`src/rtl/jtcontra_rom_pkg.sv`:
```
// Shared types and helpers for the Contra ROM slot responders.
package jtcontra_rom_pkg;

  localparam int SDRAM_AW = 22;
  localparam int SDRAM_DW = 32;

  typedef enum logic [1:0] {
    ST_IDLE,
    ST_REQ,
    ST_WAIT
  } slot_state_e;

  // Lanes count upwards from the low end of the fetched word.
  function automatic logic [15:0] lane_sel(input logic [SDRAM_DW-1:0] word,
                                           input logic [1:0]          lane,
                                           input logic                wide);
    if (wide) return lane[0] ? word[31:16] : word[15:0];
    return {8'h00, word[8*lane +: 8]};
  endfunction

endpackage

```
`src/rtl/jtcontra_rom_slot_if.sv`:
```
// SDRAM controller side of a ROM slot: req/ack request, rdy data strobe.
interface jtcontra_rom_slot_if;
  import jtcontra_rom_pkg::*;

  logic                sdram_req;
  logic [SDRAM_AW-1:0] sdram_addr;
  logic                sdram_ack;
  logic                sdram_rdy;
  logic [SDRAM_DW-1:0] sdram_data;

  modport master (
    output sdram_req, sdram_addr,
    input  sdram_ack, sdram_rdy, sdram_data
  );

  modport slave (
    input  sdram_req, sdram_addr,
    output sdram_ack, sdram_rdy, sdram_data
  );

endinterface

```
`src/rtl/jtcontra_rom_cache2.sv`:
```
// Two-entry tag/word cache with LRU replacement; one lookup port, one fill port.
module jtcontra_rom_cache2 import jtcontra_rom_pkg::*; #(
  parameter int TW = 15
) (
  input  logic                clk,
  input  logic                rst_n,
  input  logic                clear,
  input  logic [TW-1:0]       lookup_tag,
  input  logic                touch,
  input  logic                fill_en,
  input  logic [TW-1:0]       fill_tag,
  input  logic [SDRAM_DW-1:0] fill_word,
  output logic                hit,
  output logic [SDRAM_DW-1:0] hit_word
);

  logic [TW-1:0]       tag_q  [2];
  logic [TW-1:0]       tag_d  [2];
  logic [SDRAM_DW-1:0] word_q [2];
  logic [SDRAM_DW-1:0] word_d [2];
  logic [1:0]          valid_q, valid_d;
  logic                lru_q, lru_d;
  logic [1:0]          match;

  always_comb begin
    match = '0;
    for (int unsigned i = 0; i < 2; i++) begin
      match[i] = valid_q[i] && (tag_q[i] == lookup_tag);
    end
  end

  assign hit      = |match;
  assign hit_word = match[1] ? word_q[1] : word_q[0];

  // A fill owns the LRU pointer over a same-cycle touch; clear wins over fill.
  always_comb begin
    tag_d   = tag_q;
    word_d  = word_q;
    valid_d = valid_q;
    lru_d   = lru_q;
    if (touch) lru_d = ~match[1];
    if (fill_en) begin
      tag_d[lru_q]   = fill_tag;
      word_d[lru_q]  = fill_word;
      valid_d[lru_q] = 1'b1;
      lru_d          = ~lru_q;
    end
    if (clear) valid_d = '0;
  end

  always_ff @(posedge clk or negedge rst_n) begin
    if (!rst_n) begin
      tag_q   <= '{default: '0};
      word_q  <= '{default: '0};
      valid_q <= '0;
      lru_q   <= 1'b0;
    end else begin
      tag_q   <= tag_d;
      word_q  <= word_d;
      valid_q <= valid_d;
      lru_q   <= lru_d;
    end
  end

endmodule

```
`src/rtl/jtcontra_rom_slot.sv`:
```
// SDRAM-side responder for one Contra game ROM port, backed by a 2-word cache.
module jtcontra_rom_slot import jtcontra_rom_pkg::*; #(
  parameter int                  AW     = 17,
  parameter int                  DW     = 8,
  parameter logic [SDRAM_AW-1:0] OFFSET = 22'h0
) (
  input  logic          clk,
  input  logic          rst_n,
  input  logic          downloading,
  input  logic          rom_cs,
  input  logic [AW-1:0] rom_addr,
  output logic [DW-1:0] rom_data,
  output logic          rom_ok,
  jtcontra_rom_slot_if.master sdram
);

  localparam int TW = (DW == 16) ? AW - 1 : AW - 2;

  slot_state_e         state_q, state_d;
  logic                req_q, req_d;
  logic [SDRAM_AW-1:0] saddr_q, saddr_d;
  logic [TW-1:0]       fetch_tag_q, fetch_tag_d;
  logic                discard_q, discard_d;
  logic [DW-1:0]       data_q, data_d;
  logic [AW-1:0]       addr_l_q, addr_l_d;
  logic                ok_l_q, ok_l_d;

  logic [TW-1:0]       tag;
  logic [1:0]          lane;
  logic                hit, touch, fill_en;
  logic [SDRAM_DW-1:0] hit_word;

  assign tag   = rom_addr[AW-1:AW-TW];
  assign lane  = (DW == 16) ? {1'b0, rom_addr[0]} : rom_addr[1:0];
  assign touch = rom_cs & hit & ~downloading;

  jtcontra_rom_cache2 #(.TW(TW)) u_cache (
    .clk        (clk),
    .rst_n      (rst_n),
    .clear      (downloading),
    .lookup_tag (tag),
    .touch      (touch),
    .fill_en    (fill_en),
    .fill_tag   (fetch_tag_q),
    .fill_word  (sdram.sdram_data),
    .hit        (hit),
    .hit_word   (hit_word)
  );

  // discard remembers a download seen at any point of an in-flight fetch,
  // so a word fetched before the new ROM image never reaches the cache.
  always_comb begin
    state_d     = state_q;
    req_d       = req_q;
    saddr_d     = saddr_q;
    fetch_tag_d = fetch_tag_q;
    discard_d   = discard_q | downloading;
    fill_en     = 1'b0;
    case (state_q)
      ST_IDLE: begin
        discard_d = 1'b0;
        if (rom_cs && !hit && !downloading) begin
          fetch_tag_d = tag;
          saddr_d     = OFFSET + SDRAM_AW'({tag, 1'b0});
          req_d       = 1'b1;
          state_d     = ST_REQ;
        end
      end
      ST_REQ: begin
        if (sdram.sdram_ack) begin
          req_d = 1'b0;
          if (sdram.sdram_rdy) begin
            fill_en = ~discard_d;
            state_d = ST_IDLE;
          end else begin
            state_d = ST_WAIT;
          end
        end
      end
      ST_WAIT: begin
        if (sdram.sdram_rdy) begin
          fill_en = ~discard_d;
          state_d = ST_IDLE;
        end
      end
      default: state_d = ST_IDLE;
    endcase
  end

  always_comb begin
    data_d   = data_q;
    addr_l_d = addr_l_q;
    ok_l_d   = ok_l_q;
    if (downloading) begin
      ok_l_d = 1'b0;
    end else if (touch) begin
      data_d   = DW'(lane_sel(hit_word, lane, DW == 16));
      addr_l_d = rom_addr;
      ok_l_d   = 1'b1;
    end
  end

  always_ff @(posedge clk or negedge rst_n) begin
    if (!rst_n) begin
      state_q     <= ST_IDLE;
      req_q       <= 1'b0;
      saddr_q     <= '0;
      fetch_tag_q <= '0;
      discard_q   <= 1'b0;
      data_q      <= '0;
      addr_l_q    <= '0;
      ok_l_q      <= 1'b0;
    end else begin
      state_q     <= state_d;
      req_q       <= req_d;
      saddr_q     <= saddr_d;
      fetch_tag_q <= fetch_tag_d;
      discard_q   <= discard_d;
      data_q      <= data_d;
      addr_l_q    <= addr_l_d;
      ok_l_q      <= ok_l_d;
    end
  end

  assign sdram.sdram_req  = req_q;
  assign sdram.sdram_addr = saddr_q;
  assign rom_data         = data_q;
  assign rom_ok           = ok_l_q & rom_cs & (rom_addr == addr_l_q);

endmodule

```
`src/flat_wrapper.sv`:
```
// flat-port wrapper written by rule: the top's interface ports become plain ports
module jtcontra_rom_slot_flat import jtcontra_rom_pkg::*;
#(
  parameter int                  AW     = 17,
  parameter int                  DW     = 8,
  parameter logic [SDRAM_AW-1:0] OFFSET = 22'h0
)
  (clk, rst_n, downloading, rom_cs, rom_addr, rom_data, rom_ok, sdram_sdram_req, sdram_sdram_addr, sdram_sdram_ack, sdram_sdram_rdy, sdram_sdram_data);
  jtcontra_rom_slot_if sdram_i ();
  input  logic clk;
  input  logic rst_n;
  input  logic downloading;
  input  logic rom_cs;
  input  logic [AW-1:0] rom_addr;
  output logic [DW-1:0] rom_data;
  output logic rom_ok;
  output wire logic [$bits(sdram_i.sdram_req)-1:0] sdram_sdram_req;
  output wire logic [$bits(sdram_i.sdram_addr)-1:0] sdram_sdram_addr;
  input wire logic [$bits(sdram_i.sdram_ack)-1:0] sdram_sdram_ack;
  input wire logic [$bits(sdram_i.sdram_rdy)-1:0] sdram_sdram_rdy;
  input wire logic [$bits(sdram_i.sdram_data)-1:0] sdram_sdram_data;
  assign sdram_sdram_req = sdram_i.sdram_req;
  assign sdram_sdram_addr = sdram_i.sdram_addr;
  assign sdram_i.sdram_ack = sdram_sdram_ack;
  assign sdram_i.sdram_rdy = sdram_sdram_rdy;
  assign sdram_i.sdram_data = sdram_sdram_data;
  jtcontra_rom_slot #(.AW(AW), .DW(DW), .OFFSET(OFFSET)) u_core (.clk(clk), .rst_n(rst_n), .downloading(downloading), .rom_cs(rom_cs), .rom_addr(rom_addr), .rom_data(rom_data), .rom_ok(rom_ok), .sdram(sdram_i));
endmodule
```
`config.mk`:
```
export PLATFORM = sky130hd
export DESIGN_NAME = jtcontra_rom_slot_flat
export DESIGN_NICKNAME = d
export VERILOG_FILES = /design/src/rtl/jtcontra_rom_pkg.sv /design/src/rtl/jtcontra_rom_slot_if.sv /design/src/rtl/jtcontra_rom_cache2.sv /design/src/rtl/jtcontra_rom_slot.sv /design/src/flat_wrapper.sv
export SDC_FILE = /design/constraint.sdc
export NUM_CORES = 1
export LEC_CHECK = 0
export ABC_AREA = 0
export CAP_MARGIN = 10
export CELL_PAD_IN_SITES_DETAIL_PLACEMENT = 0
export CELL_PAD_IN_SITES_GLOBAL_PLACEMENT = 1
export CORE_MARGIN = 10
export CORE_UTILIZATION = 46
export CTS_CLUSTER_SIZE = 10
export DETAILED_ROUTE_END_ITERATION = 8
export PLACE_DENSITY_LB_ADDON = 0.1
export REMOVE_ABC_BUFFERS = 1
export SYNTH_ARGS = -nofsm -noshare
export SYNTH_HDL_FRONTEND = slang
export SYNTH_HIERARCHICAL = 1
export SYNTH_SLANG_ARGS = --single-unit
```
`constraint.sdc`:
```
create_clock -name clk -period 2.85 [get_ports clk]
set_input_delay 0.4275 -clock clk [delete_from_list [all_inputs] [get_ports clk]]
set_output_delay 0.4275 -clock clk [all_outputs]
set_load 0.02 [all_outputs]
```
==> impl_results.md <==
* Die area at 20,000 um^2
* DRC errors left at 0
* Min-Delay Endpoint: u_core/sdram.sdram_addr[4]
* Fin. Hold Viols at 0
* Post-synth EDFFs at 0
* Layout cells sized above 1 at 45.9%
* Yosys synthesis warning count at 6
* TritonCTS Sinks at 142
* R2R Path End: u_core/rom_data[2]
* CTS tree: done
* CTS buffer count at 17
* Crit Path Class: input pin to register
* Sw Pwr at 2030 uW
* Failing checks: negative setup slack
* Mapped Area at 6770 um^2
* GRT overflow at 0
* Die width at 141 um
* Final worst slack at -0.00468 ns
* Routed Antenna Nets at 0
* DR iter-0 viols at 127
* Number of global-route vias before repair at 4,487
* P per Cell Area at 850 nW/um^2
* Core area at 14,500 um^2
* Yosys reg bits at 142
* Sequential share of the synthesized area at 52.5%
* Post-synth top cells: 142 x dfrtp_1, 126 x mux2_2, 43 x xnor2_1
* Rel. slew slack at 60.4%
* Worst path bufs/invs at 2
* Crit-path slowest cell: or4_4
* Critical Path Start Type: input pin
* Status: finished with violations
* Max-Cap Viols at 0
* Worst r2r src: u_core/u_cache/tag_q[3]
* First-pass GRT wire length at 24.1 mm
* Synthesis-to-layout area growth at 30.0%
* Synth Instances at 450
* # rows at 44
* Routability Congestion at 0.738
* P_int at 5460 uW
* Final wirelength at 14.9 mm
* TritonRoute pass-1 iters at 4
* CP top delay family: multiplexers
* Chip height at 141 um
* Tot GR Track Use at 15.4%
* Worst-path cell chain: clkdlybuf4s50_1, xnor2_2, nand4_1, or4_4, clkbuf_16, mux2_4, mux4_2, mux2_4
* Worst Min Path Start: rom_addr[5]
* Depth of the CTS H-tree at 4
* Initial core utilization at 46.8%
* Initial antenna violation count at 0
* Dpl cell area at 8050 um^2
* Min Tclk post-route at 2.85 ns
* Post-synth ARST share at 100%
* Power share of the sequential group at 41.1%
* Clk root buf: clkbuf_16
* Clock buffer depth at 2
* Critical path capture point type: register
* CTS clock-pin slew for the worst setup and hold paths at 0.06 ns
* Vias at 3,959
* Final non-filler cell area at 8810 um^2
* Avg Synthesized Cell Area at 15.0 um^2
* Fin. max-slew vios at 0
* R2R Setup Slk at 0.03 ns
* Clk pwr share at 29.4%
* Required time worst endpoint at 3.16 ns
* WHS Path Cells at 3
* Nets at 636
* Pin count of the biggest net entering global routing at 60
* Worst-path fanout max at 8
* Setup TNS at -0.00514 ns
* Max Clock Skew at 0.00993 ns
* Synth cell types at 36
* Fmax at 0.350 GHz
* RSZ-0062 raised after global routing: yes
* Hold_ws at 0.439 ns
* Tcrit/Tclk final at 100%
* Final antenna diode count at 0
* Comb power frac at 29.5%
* Peak supply drop at 494 uV
* Post-layout util at 60.8%
* Via density at 5.13
* Switch share at 27.1%
* Leak Pwr at 0.00417 uW
* Clock Latency Late Sink at 0.42 ns
* Top cells by area, synth: dfrtp_1 52%, mux2_2 21%, mux2_4 9.1%
* Count leader, synth: dfrtp_1
* Cell taking the most area after synthesis: dfrtp_1
* Yosys top cell area share at 52.5%
* Final setup viols at 2
* CP most frequent cell: mux2_4
* Max stage delay on crit path at 0.64 ns
* Main synth FF type: dfrtp_1
* Hpwl dp at 10.1 mm
* Fillers at 1,114
* Worst r2r path cells at 8
* Crit path DAT at 3.16 ns
* Wirelength per Cell at 19.3 um
* Worst-Margin Slew at 0.587 ns
* IO Pins at 87
* Number of port buffers at 79
* Hold crit path type: input pin to register
==> state kept, by name, summed over array words and instances, names as in the netlist, 2 cells and up <==
register,count
u_core/state_q,2
u_core/u_cache/word_q,64
u_core/sdram.sdram_addr,15
u_core/rom_data,8
u_core/u_cache/tag_q,30
u_core/addr_l_q,17
u_core/u_cache/valid_q,2
==> stage by stage <==
| step | std cells | power (uW) | setup slack [ns] |
|---|---|---|---|
| floorplan | 429 | 4450 | -0.799 |
| global placement | 738 | 5200 | -0.691 |
| detailed placement | 738 | 5290 | -0.729 |
| CTS | 771 | 7560 | 0.0222 |
| global route | 772 | 7880 | -0.0584 |
| finish | 772 | 7480 | -0.00468 |
==> how the worst max path moves through the flow <==
stage,start,depth (start not counted),endpoint
3_5_place_dp,rom_addr[6],8,u_core/rom_data[3]
2_1_floorplan,u_core/state_q[1],7,u_core/u_cache/tag_q[15]
6_report,rom_addr[14],8,u_core/rom_data[2]
3_3_place_gp,rom_addr[6],8,u_core/rom_data[2]
4_1_cts,u_core/u_cache/tag_q[9],8,u_core/rom_data[0]
5_1_grt,u_core/u_cache/tag_q[3],8,u_core/rom_data[2]
==> cells in the final DEF, fill, tap and decap left out, types with 3 or more instances in the layout <==
cell,instances
mux4_2,8
clkdlybuf4s50_1,72
clkinv_2,3
mux2_2,123
ha_1,4
bufinv_16,3
a21oi_1,3
nor2_1,5
buf_4,40
dlygate4sd2_1,4
xnor2_2,11
buf_12,6
clkbuf_16,18
xnor2_1,32
xor2_1,4
clkbuf_1,4
conb_1,7
mux2_4,44
inv_1,7
nand4_1,16
dfrtp_1,142
==> layout make-up <==
| type | instances | area (um^2) | area share (%) |
|---|---|---|---|
| flip-flops and latches | 142 | 3550 | 40.4 |
| multi-input cells | 280 | 3120 | 35.4 |
| repair buffers | 129 | 1290 | 14.7 |
| clock buffers | 23 | 468 | 5.31 |
| well taps | 184 | 230 | 2.61 |
| clock inverters | 7 | 113 | 1.28 |
| inverters | 7 | 26.3 | 0.298 |
==> per-layer routing <==
metal  routed length, um  global-route usage, %  vias to the layer above
li1                    -                      -                     1861
met1                6540                   18.4                     2028
met2                7710                   26.3                       60
met3                 559                   4.84                       10
met4                 123                   4.24                        0
met5                   0                      0                        -
==> power by group through the flow <==
stage               Combinational, uW  Sequential (uW)  Clock [uW]
floorplan                        1340             3110           0
global placement                 2130             3070           0
detailed placement               2190             3100           0
CTS                              2230             3080        2250
global route                     2390             3170        2330
finish                           2200             3080        2200
==> kinds of logic after synthesis <==
logic type / after synthesis / synth area share, %
other cells: 1 / 0.0554
simple gates: 35 / 3.23
fa+ha+maj: 4 / 0.739
buf+inv: 34 / 3.36
compound gates: 12 / 1.35
flops: 142 / 52.5
mux: 175 / 32.7
xor+xnor: 47 / 6.08
==> worst register-to-register path, stage by stage (launching register included) <==
cell and delay (ns):
dfrtp_1 0.39, xnor2_1 0.17, buf_4 0.14, nand4_1 0.09, or4_4 0.67, clkbuf_16 0.23, mux2_4 0.30, mux4_2 0.45
mux2_4 0.28
==> repair_timing <==
item,in CTS,in global routing
resized for setup,16,10
gates cloned,2,1
pin swaps,6,2
setup buffers,0,0
hold buffers,1,0
endpoints found under the setup margin,9,9
hold endpoints to repair,7,0
No activity file was read; power rests on OpenSTA's default activity.
